===== config.mk =====
export PLATFORM = sky130hd
export DESIGN_NAME = div_seq
export DESIGN_NICKNAME = d
export VERILOG_FILES = /design/src/rtl/div_seq.sv
export SDC_FILE = /design/constraint.sdc
export NUM_CORES = 1
export LEC_CHECK = 0
export CORE_ASPECT_RATIO = 0.75
export CORE_MARGIN = 2
export CORE_UTILIZATION = 45
export DETAILED_ROUTE_END_ITERATION = 12
export GPL_TIMING_DRIVEN = 0
export PLACE_DENSITY = 0.72
export SLEW_MARGIN = 40
export SYNTH_ARGS = -nofsm -noshare
export SYNTH_HDL_FRONTEND = slang
export SYNTH_SLANG_ARGS = --single-unit

===== constraint.sdc =====
create_clock -name clk -period 5.8 [get_ports clk]
set_input_delay 0.58 -clock clk [delete_from_list [all_inputs] [get_ports clk]]
set_output_delay 0.58 -clock clk [all_outputs]
set_load 0.1 [all_outputs]

===== src/rtl/div_seq.sv =====
// Multi-cycle radix-2 restoring divider for DIV/DIVU.
// Produces {remainder, quotient} for the HI/LO write, one quotient bit per cycle.
module div_seq #(
  parameter int WIDTH = 32
) (
  input  logic               clk,
  input  logic               reset,
  input  logic               start,
  input  logic               annul,
  input  logic               signed_div,
  input  logic [WIDTH-1:0]   opdata1,
  input  logic [WIDTH-1:0]   opdata2,
  output logic [2*WIDTH-1:0] result,
  output logic               ready,
  output logic               stall_req
);

  localparam int CW = $clog2(WIDTH);
  localparam logic [CW-1:0] CNT_LAST = CW'(WIDTH - 1);

  typedef enum logic [1:0] {
    ST_IDLE   = 2'd0,
    ST_BYZERO = 2'd1,
    ST_ON     = 2'd2,
    ST_END    = 2'd3
  } state_t;

  state_t             state_q, state_d;
  logic [CW-1:0]      cnt_q, cnt_d;
  logic [WIDTH-1:0]   rem_q, rem_d;
  logic [WIDTH-1:0]   dvd_q, dvd_d;
  logic [WIDTH-1:0]   dsr_q, dsr_d;
  logic               qneg_q, qneg_d;
  logic               rneg_q, rneg_d;
  logic               ready_q, ready_d;
  logic [2*WIDTH-1:0] result_q, result_d;

  logic [WIDTH:0]     rem_shift;
  logic [WIDTH:0]     rem_diff;
  logic               q_bit;
  logic [WIDTH-1:0]   rem_step;
  logic [WIDTH-1:0]   quot_step;
  logic [WIDTH-1:0]   op1_abs;
  logic [WIDTH-1:0]   op2_abs;

  // Compare/subtract in WIDTH+1 bits so the shifted-out MSB is never lost.
  assign rem_shift = {rem_q, dvd_q[WIDTH-1]};
  assign rem_diff  = rem_shift - {1'b0, dsr_q};
  assign q_bit     = (rem_shift >= {1'b0, dsr_q});
  assign rem_step  = q_bit ? rem_diff[WIDTH-1:0] : rem_shift[WIDTH-1:0];
  assign quot_step = {dvd_q[WIDTH-2:0], q_bit};

  assign op1_abs = (signed_div && opdata1[WIDTH-1]) ? -opdata1 : opdata1;
  assign op2_abs = (signed_div && opdata2[WIDTH-1]) ? -opdata2 : opdata2;

  always_comb begin
    state_d  = state_q;
    cnt_d    = cnt_q;
    rem_d    = rem_q;
    dvd_d    = dvd_q;
    dsr_d    = dsr_q;
    qneg_d   = qneg_q;
    rneg_d   = rneg_q;
    ready_d  = ready_q;
    result_d = result_q;
    case (state_q)
      ST_IDLE: begin
        ready_d  = 1'b0;
        result_d = '0;
        if (start && !annul) begin
          if (opdata2 == '0) begin
            state_d = ST_BYZERO;
          end else begin
            state_d = ST_ON;
            cnt_d   = '0;
            rem_d   = '0;
            dvd_d   = op1_abs;
            dsr_d   = op2_abs;
            qneg_d  = signed_div & (opdata1[WIDTH-1] ^ opdata2[WIDTH-1]);
            rneg_d  = signed_div & opdata1[WIDTH-1];
          end
        end
      end
      ST_BYZERO: begin
        if (annul) begin
          state_d = ST_IDLE;
        end else begin
          state_d  = ST_END;
          result_d = '0;
          ready_d  = 1'b1;
        end
      end
      ST_ON: begin
        if (annul) begin
          state_d = ST_IDLE;
          cnt_d   = '0;
        end else begin
          rem_d = rem_step;
          dvd_d = quot_step;
          if (cnt_q == CNT_LAST) begin
            // Final step: fold the sign fix-up into the result register.
            state_d  = ST_END;
            cnt_d    = '0;
            ready_d  = 1'b1;
            result_d = {(rneg_q ? -rem_step : rem_step),
                        (qneg_q ? -quot_step : quot_step)};
          end else begin
            cnt_d = cnt_q + 1'b1;
          end
        end
      end
      ST_END: begin
        if (annul || !start) begin
          state_d  = ST_IDLE;
          ready_d  = 1'b0;
          result_d = '0;
        end
      end
      default: begin
        state_d = ST_IDLE;
      end
    endcase
  end

  always_ff @(posedge clk) begin
    if (reset) begin
      state_q  <= ST_IDLE;
      cnt_q    <= '0;
      rem_q    <= '0;
      dvd_q    <= '0;
      dsr_q    <= '0;
      qneg_q   <= 1'b0;
      rneg_q   <= 1'b0;
      ready_q  <= 1'b0;
      result_q <= '0;
    end else begin
      state_q  <= state_d;
      cnt_q    <= cnt_d;
      rem_q    <= rem_d;
      dvd_q    <= dvd_d;
      dsr_q    <= dsr_d;
      qneg_q   <= qneg_d;
      rneg_q   <= rneg_d;
      ready_q  <= ready_d;
      result_q <= result_d;
    end
  end

  assign result    = result_q;
  assign ready     = ready_q;
  assign stall_req = start & ~ready_q & ~annul;

endmodule

==> summary.md, run 1 <==
| Metric | Value |
|---|---|
| Clk sinks | `170` |
| Worst Path Arrival | `5910 ps` |
| Initial Utilization | `between 40% and 50%` |
| Net count, final | `approximately 1,800` |
| Cells after Synth | `approximately 1,600` |
| CP Max Fanout | `10` |
| Pwr Density | `393 nW/um2` |
| Final Wtd Congestion | `between 0.9 and 1` |
| Clock Path Buffers | `2` |
| Synth unique cells | `81` |
| Hold Startpoint | `result[51]` |
| Slew HR | `45.7%` |
| Clk slew on worst S/H paths | `70 ps` |
| Clk_lat worst skew | `470 ps` |
| Post-synth top flop | `dfxtp_1` |
| Ranking of synthesized cells by area | `dfxtp_1, nand2_1, xnor2_1` |
| Multi-input gate area | `7680 um2` |
| Critical Path RT | `6130 ps` |
| Yosys Warn Count | `0` |
| FF/Latch Area | `3400 um2` |
| CP Capture Type | `register` |
| Dpl cells | `2,043` |
| Slowest CP cell | `dfxtp_1` |
| Dpl ws | `-208 ps` |
| Tot GR Track Use | `~30%` |
| Core area | `25,800 um2` |
| Drt wl/cell | `19.9 um` |
| Max Slew Vio Count | `0` |
| Maxcap violations | `0` |
| Clock root cell | `clkbuf_16` |
| Layout Skew | `roughly 26 ps` |
| Reg2Reg Depth | `23` |
| Die Area | `27,300 um2` |
| Synthesized Nets | `1,679` |
| H-Tree Depth | `4` |
| Max Fclk | `0.179 GHz` |
| DRT iter0 DRCs | `about 1,600` |
| Worst hold margin | `450 ps` |
| IO Pins | `135` |
| Layout cells sized above 1 | `10.1%` |
| Critical Path Max Stage Delay | `390 ps` |
| FP Rows | `51` |
| Routed WL | `41,200 um` |
| Worst r2r src | `rem_q[15]` |
| Post-synth top area share | `29.1%` |
| Layout Utilization | `53.6%` |
| Antenna-violating nets left | `0` |
| CP startpoint kind | `register` |
| DRT Pass-1 Iters | `5` |
| Reg-to-Reg End | `result[60]` |
| Max VDD drop | `0.280 mV` |
| Period minus WS final | `5580 ps` |
| Synth Register Bits | `170` |
| Die height | `approximately 140 um` |
| Critical path class | `register to register` |
| Non-filler cells, final | `2,075` |
| TritonCTS clock tree | `done` |
| Largest net degree at the start of global routing | `20` |
| Worst reg2reg setup slack | `220 ps` |
| Detailed placer's ending HPWL | `32,700 um` |
| Worst Hold Class | `register to register` |
| Final Hold Violating Endpoints | `0` |
| Post-DP Area | `13,100 um2` |
| Vias in the first global route | `11,000` |
| Final instance area | `13,800 um2` |
| P&R area growth vs syn | `18.1%` |
| Final setup fails | `0` |
| Final WS setup | `~220 ps` |
| Fillers | `2,516` |
| Worst slew pin tran | `809 ps` |
| Global-route wire length before repair | `approximately 63,000 um` |
| Status | `complete, no violations` |
| Via count | `12,400` |
| Syn_area_per_cell | `7.47 um2` |
| Via/cell ratio | `5.98` |
| Congestion Overflow GR | `0` |
| Post-synthesis async set-or-reset flop share | `0%` |
| Residual DRC | `0` |
| Final worst-path cycle share | `between 90% and 100%` |
| P_leak | `5.33 nW` |
| # port buffers | `132` |
| Die Wd | `~190 um` |
| Cell Chain, Critical Path | `ha_1 > buf_2 > nand2_1 > nor3_1 > o211ai_1 > o21ai_2 > a21o_1 > buf_6 > buf_6 > clkbuf_4 > clkbuf_4 > mux2i_2 > ha_2 > inv_1 > a2111o_1 > nor3_2 > a41oi_2 > a221oi_4 > buf_4 > o211ai_4 > o31ai_4 > xnor2_1 > o21ai_1` |
| Hold depth | `2` |
| Register area share after synthesis | `between 20% and 30%` |
| Hold Path End | `result[51]` |
| Inserted Clock Buffers | `17` |
| Antenna violations before repair | `1` |
| Leading area contributor after synthesis | `dfxtp_1` |
| Mapped Area | `11,700 um2` |
| Number of enable flip-flop cells after synthesis | `0` |
## synthesized netlist by cell type, types with 4 or more instances
master / count
nand2_1: 221
nor2_1: 188
dfxtp_1: 170
a21oi_1: 110
o21ai_0: 100
xnor2_1: 81
clkbuf_1: 68
a22oi_1: 61
inv_1: 60
xor2_1: 55
ha_1: 42
a211oi_1: 38
nand3_1: 27
nor3_1: 27
o31ai_1: 24
or3_1: 23
buf_2: 22
o211ai_1: 19
nand4_1: 15
mux2i_1: 14
a2bb2oi_1: 13
o21ai_1: 13
or4_1: 12
nand2b_1: 11
o41ai_1: 11
a21o_1: 10
nor4_1: 10
a31oi_1: 8
and2_1: 7
o21a_1: 7
a21oi_2: 6
buf_4: 6
nor2b_1: 6
a2111oi_0: 5
and3_1: 5
a22o_1: 4
buf_6: 4
nor3b_1: 4
## logic make-up after synthesis
| kind of cell | after synthesis | synth area share [%] |
|---|---|---|
| adders and majority gates | 43 | 4.66 |
| and+or+nand+nor | 573 | 22.0 |
| AOI/OAI and AO/OA | 469 | 27.0 |
| muxes | 14 | 1.20 |
| buffers and inverters | 162 | 5.88 |
| DFF | 170 | 29.1 |
| xor gates and xnor gates | 136 | 10.2 |
## critical path: cells and delay by family (launching register included)
kind                     cells  cell delay, ps
multiplexers                 1             290
flip-flops                   1             390
adder cells (fa/ha/maj)      2             580
AO/OA/AOI/OAI                9            2110
buffers and inverters        7            1320
AND/OR/NAND/NOR              3             580
XOR/XNOR                     1             160
## worst max path at each step
stage	start	endpoint	slack (ps)	cells past startpoint
2_1_floorplan	dsr_q[29]	result[60]	1250	22
3_3_place_gp	rem_q[15]	result[52]	-170	23
3_5_place_dp	rem_q[7]	result[52]	-210	23
4_1_cts	rem_q[21]	result[52]	30	22
5_1_grt	dsr_q[8]	result[62]	-10	24
6_report	rem_q[15]	result[60]	220	23
## cell usage in the layout (no fill, tap or decap), drive strengths merged, types with 65 or more instances in the layout
cell type,instances
a21oi,116
buf,101
clkbuf,85
clkdlybuf4s50,66
dfxtp,170
inv,65
nand2,221
nor2,189
o21ai,114
xnor2,81
## per-stage QoR
step | TNS [ps] | power [mW]
after CTS | 0 | 5.29
final | 0 | 5.44
after floorplan | 0 | 3.31
after detailed placement | -540 | 4.05
after global routing | -14.3 | 5.71
after global placement | -362 | 4.03
## routing by layer
layer / share of wire, % / global-route usage [%] / vias to the layer above
met4: 1.6 / 6.90 / 2
li1: - / - / 5892
met5: 0.18 / 0 / -
met3: 11 / 7.28 / 56
met1: 48 / 47.1 / 5799
met2: 39 / 40.4 / 654
## flip-flops by register name (all words and copies together) (netlist names)
| name | count |
|---|---|
| result | 64 |
| dsr_q | 32 |
| dvd_q | 32 |
| ready | 1 |
| state_q | 2 |
| rneg_q | 1 |
| cnt_q | 5 |
| rem_q | 32 |
| qneg_q | 1 |
## power breakdown
| group | leakage, nW | switching, mW | internal, mW |
|---|---|---|---|
| Combinational | 3.66 | 1.82 | 0.897 |
| Sequential | 1.38 | 0.180 | 1.30 |
| Clock | 0.298 | 0.555 | 0.691 |
## repair_timing
item | 4_1_cts | 5_1_grt
gates cloned | 0 | 0
hold buffers | 0 | 0
gates resized for setup | 3 | 9
setup buffers | 0 | 3
pin swaps | 0 | 2
endpoints found under the setup margin | 8 | 13
## area by class of cell
| class | instances | share of cell area, % |
|---|---|---|
| Clock inverter | 13 | 1.37 |
| Inverter | 60 | 1.63 |
| Tap cell | 344 | 3.11 |
| Sequential cell | 170 | 24.6 |
| Timing Repair Buffer | 135 | 7.33 |
| Antenna cell | 1 | 0.0181 |
| Clock buffer | 18 | 3.10 |
| Buffer | 99 | 3.31 |
| Multi-Input combinational cell | 1235 | 55.5 |
Power figures use the tool's default switching activity.
==> run 2: changes to the inputs <==
- PLACE_DENSITY: 0.72 -> 0.75
- clock period: 5.8 -> 5.1 ns (I/O delays scaled with it)
==> run 2 against run 1 <==
Net effect: maximum frequency grew 12%; wire length grew 0.52%; core utilization grew 0.90 points; clock power grew 9.6%; global-route usage is essentially flat; flip-flop and latch count is the same; clock skew shrank 6.1 ps; sequential share of layout area shrank 0.40 points; first-iteration DRC count shrank 7.1%; largest cell class unchanged.
==> summary.md, run 2 (same netlist as run 1, synthesis figures left out) <==
| Metric | Value |
|---|---|
| Layout Utilization | `54.5% (+0.90 points)` |
| Final setup fails | `0 (unchanged)` |
| Net count, final | `1,841 (+0.60%)` |
| # diodes | `0 (-1)` |
| Die height | `144 um (unchanged)` |
| Worst hold margin | `454 ps (+3.63 ps)` |
| Initial Utilization | `45.4% (unchanged)` |
| Final worst-path cycle share | `97.8% (+1.5 points)` |
| Residual DRC | `0 (unchanged)` |
| Clock root cell | `clkbuf_16` |
| Clock Path Buffers | `2 (unchanged)` |
| Most common cell after layout, fill and taps aside | `nand2_1` |
| Vias in the first global route | `11,200 (+2.1%)` |
| DRT iter0 DRCs | `1,499 (-7.1%)` |
| Status | `complete, no violations` |
| Inserted Clock Buffers | `17 (unchanged)` |
| Worst slew pin tran | `878 ps (+68.3 ps)` |
| FP Rows | `51 (unchanged)` |
| Die Wd | `190 um (unchanged)` |
| Congestion Overflow GR | `0 (unchanged)` |
| Dpl ws | `-986 ps (-778 ps)` |
| TritonCTS clock tree | `done` |
| Final Wtd Congestion | `1.01 (+3.4%)` |
| Final WS setup | `114 ps (-104 ps)` |
| Slew HR | `41.2% (-4.5 points)` |
| Worst Hold Class | `register to register` |
| Final Hold Violating Endpoints | `0 (unchanged)` |
| Clk slew on worst S/H paths | `80 ps (about the same)` |
| Hold-fix buffers, CTS | `0 (unchanged)` |
| Max Fclk | `0.201 GHz (+12%)` |
| Final instance area | `14,100 um2 (+1.7%)` |
| Worst Path Arrival | `5310 ps (-600 ps)` |
| Max VDD drop | `0.325 mV (+16%)` |
| Via/cell ratio | `6.06 (+1.4%)` |
| Core area | `25,800 um2 (unchanged)` |
| Critical Path RT | `5420 ps (-710 ps)` |
| Global-route wire length before repair | `63,600 um (+0.46%)` |
| Layout Skew | `19.7 ps (-6.06 ps)` |
| Commonest non-fill, non-tap cells in the layout | `nand2_1, nor2_1, dfxtp_1` |
| Pwr Density | `448 nW/um2 (+14%)` |
| Post-DP Area | `13,100 um2 (unchanged)` |
| Tot GR Track Use | `30.1% (about the same)` |
| CP Max Fanout | `19 (+9)` |
| Via count | `12,600 (+2.0%)` |
| Max reg flops | `64 (unchanged)` |
| CP startpoint kind | `register` |
| Antenna-violating nets left | `0 (unchanged)` |
| H-Tree Depth | `4 (unchanged)` |
| CP Capture Type | `register` |
| Critical path class | `register to register` |
| IO Pins | `135 (unchanged)` |
| Max Slew Vio Count | `0 (unchanged)` |
| Drt wl/cell | `19.9 um (about the same)` |
| # port buffers | `132 (unchanged)` |
| Maxcap violations | `0 (unchanged)` |
| Clk sinks | `170 (unchanged)` |
| DRT Pass-1 Iters | `5 (unchanged)` |
| Period minus WS final | `4990 ps (-596 ps)` |
| Layout cells sized above 1 | `11.5% (+1.4 points)` |
| Post-Route Setup TNS | `0 ps (unchanged)` |
| P_leak | `5.44 nW (+2.0%)` |
| Die Area | `27,300 um2 (unchanged)` |
| Clk_lat worst skew | `460 ps (about the same)` |
| Routed WL | `41,400 um (+0.52%)` |
| Antenna violations before repair | `0 (-1)` |
| Detailed placer's ending HPWL | `32,600 um (-0.15%)` |
| P&R area growth vs syn | `20.1%` |
| Largest net degree at the start of global routing | `20 (unchanged)` |
==> run 2: changes by cell type in the layout (fill, tap and decap cells not counted), moves of 2 or more <==
cell | before | now
clkbuf_1 | 65 | 63
buf_8 | 0 | 2
clkbuf_4 | 2 | 5
buf_2 | 86 | 80
clkinv_8 | 1 | 3
buf_4 | 9 | 22
ha_1 | 41 | 39
bufinv_16 | 3 | 1
inv_8 | 2 | 4
==> run 2: critical path, cell delays in order (launching register included) <==
cell and delay, ps:
dfxtp_1 340, inv_1 60, ha_1 270, clkbuf_4 180, nand4_1 270, nor3_2 340
a221oi_2 110, o21ai_2 230, a21o_1 170, buf_6 180, buf_8 180, buf_8 220
a21oi_1 130, inv_1 110, ha_4 170, inv_1 60, a2111o_1 340, nor3_4 220
a41oi_4 170, a221oi_4 260, buf_4 180, o211ai_4 100, o31ai_4 260, xnor2_1 180
o21ai_1 90
==> run 2: metal layers <==
metal / track usage, % / vias to the layer above / routed length, um / share of wire, %
li1: - / 5925 / - / -
met1: 44.6 / 5939 / 18800 / 45
met2: 42.4 / 707 / 16400 / 40
met3: 8.69 / 76 / 5320 / 13
met4: 7.06 / 0 / 848 / 2.0
met5: 0 / - / 0 / 0
==> run 2: report_power, final <==
part           internal [mW]  switching [mW]
clock network          0.717           0.655
logic                   1.11            2.15
registers               1.48           0.198
total                   3.30            3.00
==> run 2: through the flow <==
stage | total power, mW | cells
2_1_floorplan | 3.76 | 1567
3_3_place_gp | 4.59 | 2043
3_5_place_dp | 4.62 | 2043
4_1_cts | 6.11 | 2079
5_1_grt | 6.63 | 2086
6_report | 6.30 | 2086
==> run 2: what timing repair did <==
item | in CTS | in global routing
buffers inserted | 8 | 8
setup endpoints to repair | 18 | 14
pin swaps | 9 | 6
gates resized for setup | 25 | 24
==> run 2: final timing paths <==
| path | startpoint | slack [ps] | cells after the start | endpoint |
|---|---|---|---|---|
| setup / recovery | dsr_q[14] | 110 | 24 | result[60] |
| hold / removal | dsr_q[30] | 450 | 2 | dsr_q[30] |
| setup reg to reg | dsr_q[14] | 110 | 24 | result[60] |
| hold reg to reg | dsr_q[30] | 450 | 2 | dsr_q[30] |
==> run 2: layout make-up <==
| type | instances | area [um2] |
|---|---|---|
| fillers | 2452 | 11700 |
| clock buffers | 18 | 439 |
| well taps | 344 | 430 |
| clock inverters | 14 | 175 |
| multi-input cells | 1235 | 7780 |
| flip-flops and latches | 170 | 3400 |
| inverters | 60 | 229 |
| plain buffers | 97 | 492 |
| repair buffers | 148 | 1110 |
==> run 3: changes to the inputs <==
- CORE_ASPECT_RATIO: 0.75 -> 1.1
- PLACE_DENSITY: 0.75 -> 0.72
- SKIP_CTS_REPAIR_TIMING: unset -> 1
- clock period: 5.1 -> 5.7 ns (I/O delays scaled with it)
==> run 3 against run 2 <==
Net effect: clock skew is 3.5 ps lower; highest routed layer unchanged; via count fell by 3.9%; count of clock-buffer cells in the layout fell by 1; sequential share of layout area up 0.33 points; critical path type unchanged; critical path depth decreased by 3; total power shrank 13%; core utilization hardly changed.
==> summary.md, run 3 (same netlist as run 1, synthesis figures left out) <==
| Metric | Value |
|---|---|
| CP startpoint kind | `register` |
| Worst r2r src | `rem_q[9]` |
| Final Power | `5.48 mW (-13%)` |
| Clock Path Buffers | `2 (unchanged)` |
| FP Rows | `61 (+20%)` |
| Status | `complete, no violations` |
| Die Wd | `158 um (-17%)` |
| P_leak | `5.34 nW (-1.8%)` |
| Routed WL | `40,400 um (-2.6%)` |
| Clk_lat worst skew | `450 ps (about the same)` |
| Antenna-violating nets left | `0 (unchanged)` |
| H-Tree Depth | `4 (unchanged)` |
| Post-DP Area | `13,100 um2 (about the same)` |
| Residual DRC | `0 (unchanged)` |
| Reg-to-Reg End | `result[52]` |
| Sequential share of power | `26.5% (about the same)` |
| Layout cells sized above 1 | `10.2% (-1.3 points)` |
| Int Pwr | `2.86 mW (-13%)` |
| Die height | `173 um (+21%)` |
| Antenna violations before repair | `0 (unchanged)` |
| Worst Path Arrival | `5850 ps (+540 ps)` |
| Final instance area | `13,900 um2 (-1.4%)` |
| Critical path class | `register to register` |
| IO Pins | `135 (unchanged)` |
| Reg2Reg Depth | `21 (-13%)` |
| Via count | `12,200 (-3.9%)` |
| CP Capture Type | `register` |
| Worst reg2reg setup slack | `170 ps (+50 ps)` |
| Clock root cell | `clkbuf_16` |
| Hold Path End | `result[50]` |
| Final Wtd Congestion | `0.968 (-4.2%)` |
| P&R area growth vs syn | `18.4%` |
| Layout Skew | `16.2 ps (-3.52 ps)` |
| Worst Hold Class | `register to register` |
| Max Fclk | `0.181 GHz (-9.9%)` |
| # port buffers | `132 (unchanged)` |
| Net count, final | `1,830 (-0.60%)` |
| Slew HR | `47.1% (+5.9 points)` |
| Final setup fails | `0 (unchanged)` |
| Initial Utilization | `46.1% (+0.65 points)` |
| DRT Pass-1 Iters | `5 (unchanged)` |
| Layout Utilization | `54.5% (about the same)` |
| Final Hold Violating Endpoints | `0 (unchanged)` |
| TritonCTS clock tree | `done` |
| Inserted Clock Buffers | `17 (unchanged)` |
| Global-route wire length before repair | `63,100 um (-0.77%)` |
| Commonest non-fill, non-tap cells in the layout | `nand2_1, nor2_1, dfxtp_1` |
| Drt wl/cell | `19.4 um (-2.2%)` |
| Maxcap violations | `0 (unchanged)` |
| Max VDD drop | `0.286 mV (-12%)` |
| Congestion Overflow GR | `0 (unchanged)` |
| Combinational power share | `51.3% (-0.4 points)` |
| DRT iter0 DRCs | `940 (-37%)` |
| Max Slew Vio Count | `0 (unchanged)` |
| Worst slew pin tran | `789 ps (-88.9 ps)` |
| Detailed placer's ending HPWL | `31,700 um (-2.8%)` |
| Hold Startpoint | `result[50]` |
| Via/cell ratio | `5.85 (-3.5%)` |
| Net Switching | `2.61 mW (-13%)` |
| Tot GR Track Use | `29.6% (-0.46 points)` |
| # diodes | `0 (unchanged)` |
| Max reg flops | `64 (unchanged)` |
| Die Area | `27,300 um2 (about the same)` |
| Clk slew on worst S/H paths | `70 ps (about the same)` |
| Most common cell after layout, fill and taps aside | `nand2_1` |
| Hold depth | `2 (unchanged)` |
| Switching Fraction | `47.7% (+0.096 points)` |
| Period minus WS final | `5530 ps (+546 ps)` |
| Worst hold margin | `452 ps (-1.87 ps)` |
| Critical Path RT | `6020 ps (+600 ps)` |
| Clock power frac | `22.2% (+0.4 points)` |
| Vias in the first global route | `11,400 (+1.9%)` |
| Pwr Density | `395 nW/um2 (-12%)` |
| Final worst-path cycle share | `97.0% (-0.72 points)` |
| Clk sinks | `170 (unchanged)` |
| Core area | `25,400 um2 (-1.4%)` |
| Largest net degree at the start of global routing | `19 (-5.0%)` |
| CP Max Fanout | `10 (-9)` |
-- run 3: cell count changes in the layout (fill, tap and decap cells not counted), sizes merged --
| cell | change |
|---|---|
| inv | -1 |
| clkbuf | -4 |
| clkinvlp | +3 |
| buf | -8 |
| clkinv | -1 |
-- run 3: power groups by stage --
| stage | registers, mW | logic, mW | clock network [mW] |
|---|---|---|---|
| after detailed placement | 1.48 | 2.65 | 0 |
| final | 1.45 | 2.81 | 1.21 |
| after floorplan | 1.58 | 1.79 | 0 |
| after global placement | 1.47 | 2.64 | 0 |
| after CTS | 1.45 | 2.66 | 1.22 |
| after global routing | 1.47 | 3.04 | 1.27 |
-- run 3: per-layer routing --
layer / vias to the layer above / routed length [um] / GRT usage [%]
met4: 0 / 1290 / 10.6
met2: 500 / 18200 / 46.6
met1: 5686 / 17700 / 40.0
li1: 5885 / - / -
met5: - / 0 / 0
met3: 85 / 3140 / 6.07
-- run 3: stage by stage --
stage                     worst slack [ps]  instances  TNS [ps]
after global routing                 -29.6       2077     -41.4
after detailed placement              -438       2045     -2950
after CTS                             -507       2077     -3750
after global placement                -482       2045     -3360
after floorplan                       1150       1567         0
final                                  169       2077         0
-- run 3: how the worst max path moves through the flow --
stage | from | to | slack, ps | cells past startpoint
after CTS | dsr_q[22] | result[52] | -510 | 24
after global routing | rem_q[9] | result[52] | -30 | 22
after floorplan | dsr_q[29] | result[60] | 1150 | 22
after global placement | dsr_q[22] | result[52] | -480 | 24
after detailed placement | dsr_q[22] | result[52] | -440 | 24
final | rem_q[9] | result[52] | 170 | 21
-- run 3: area by class of cell --
type	count	area, um2
Clock buffer	17	425
Tap cell	346	433
Sequential cell	170	3400
Buffer	98	464
Fill cell	2442	11600
Clock inverter	15	178
Timing Repair Buffer	136	1020
Inverter	60	229
Multi-Input combinational cell	1235	7710
-- run 3: critical path: stages (launching register included) --
cell and delay, ps:
dfxtp_1 420, ha_1 470, nand4_1 270, nor4_4 400
a221oi_1 140, o21ai_2 210, a21o_1 240, buf_6 200
buf_6 170, buf_6 210, buf_6 200, mux2i_4 270
ha_1 270, inv_1 70, a2111o_1 320, nor3_2 210
a41oi_4 240, a221oi_4 350, or2b_1 260, nand2_1 80
xor2_1 280, o21ai_0 110
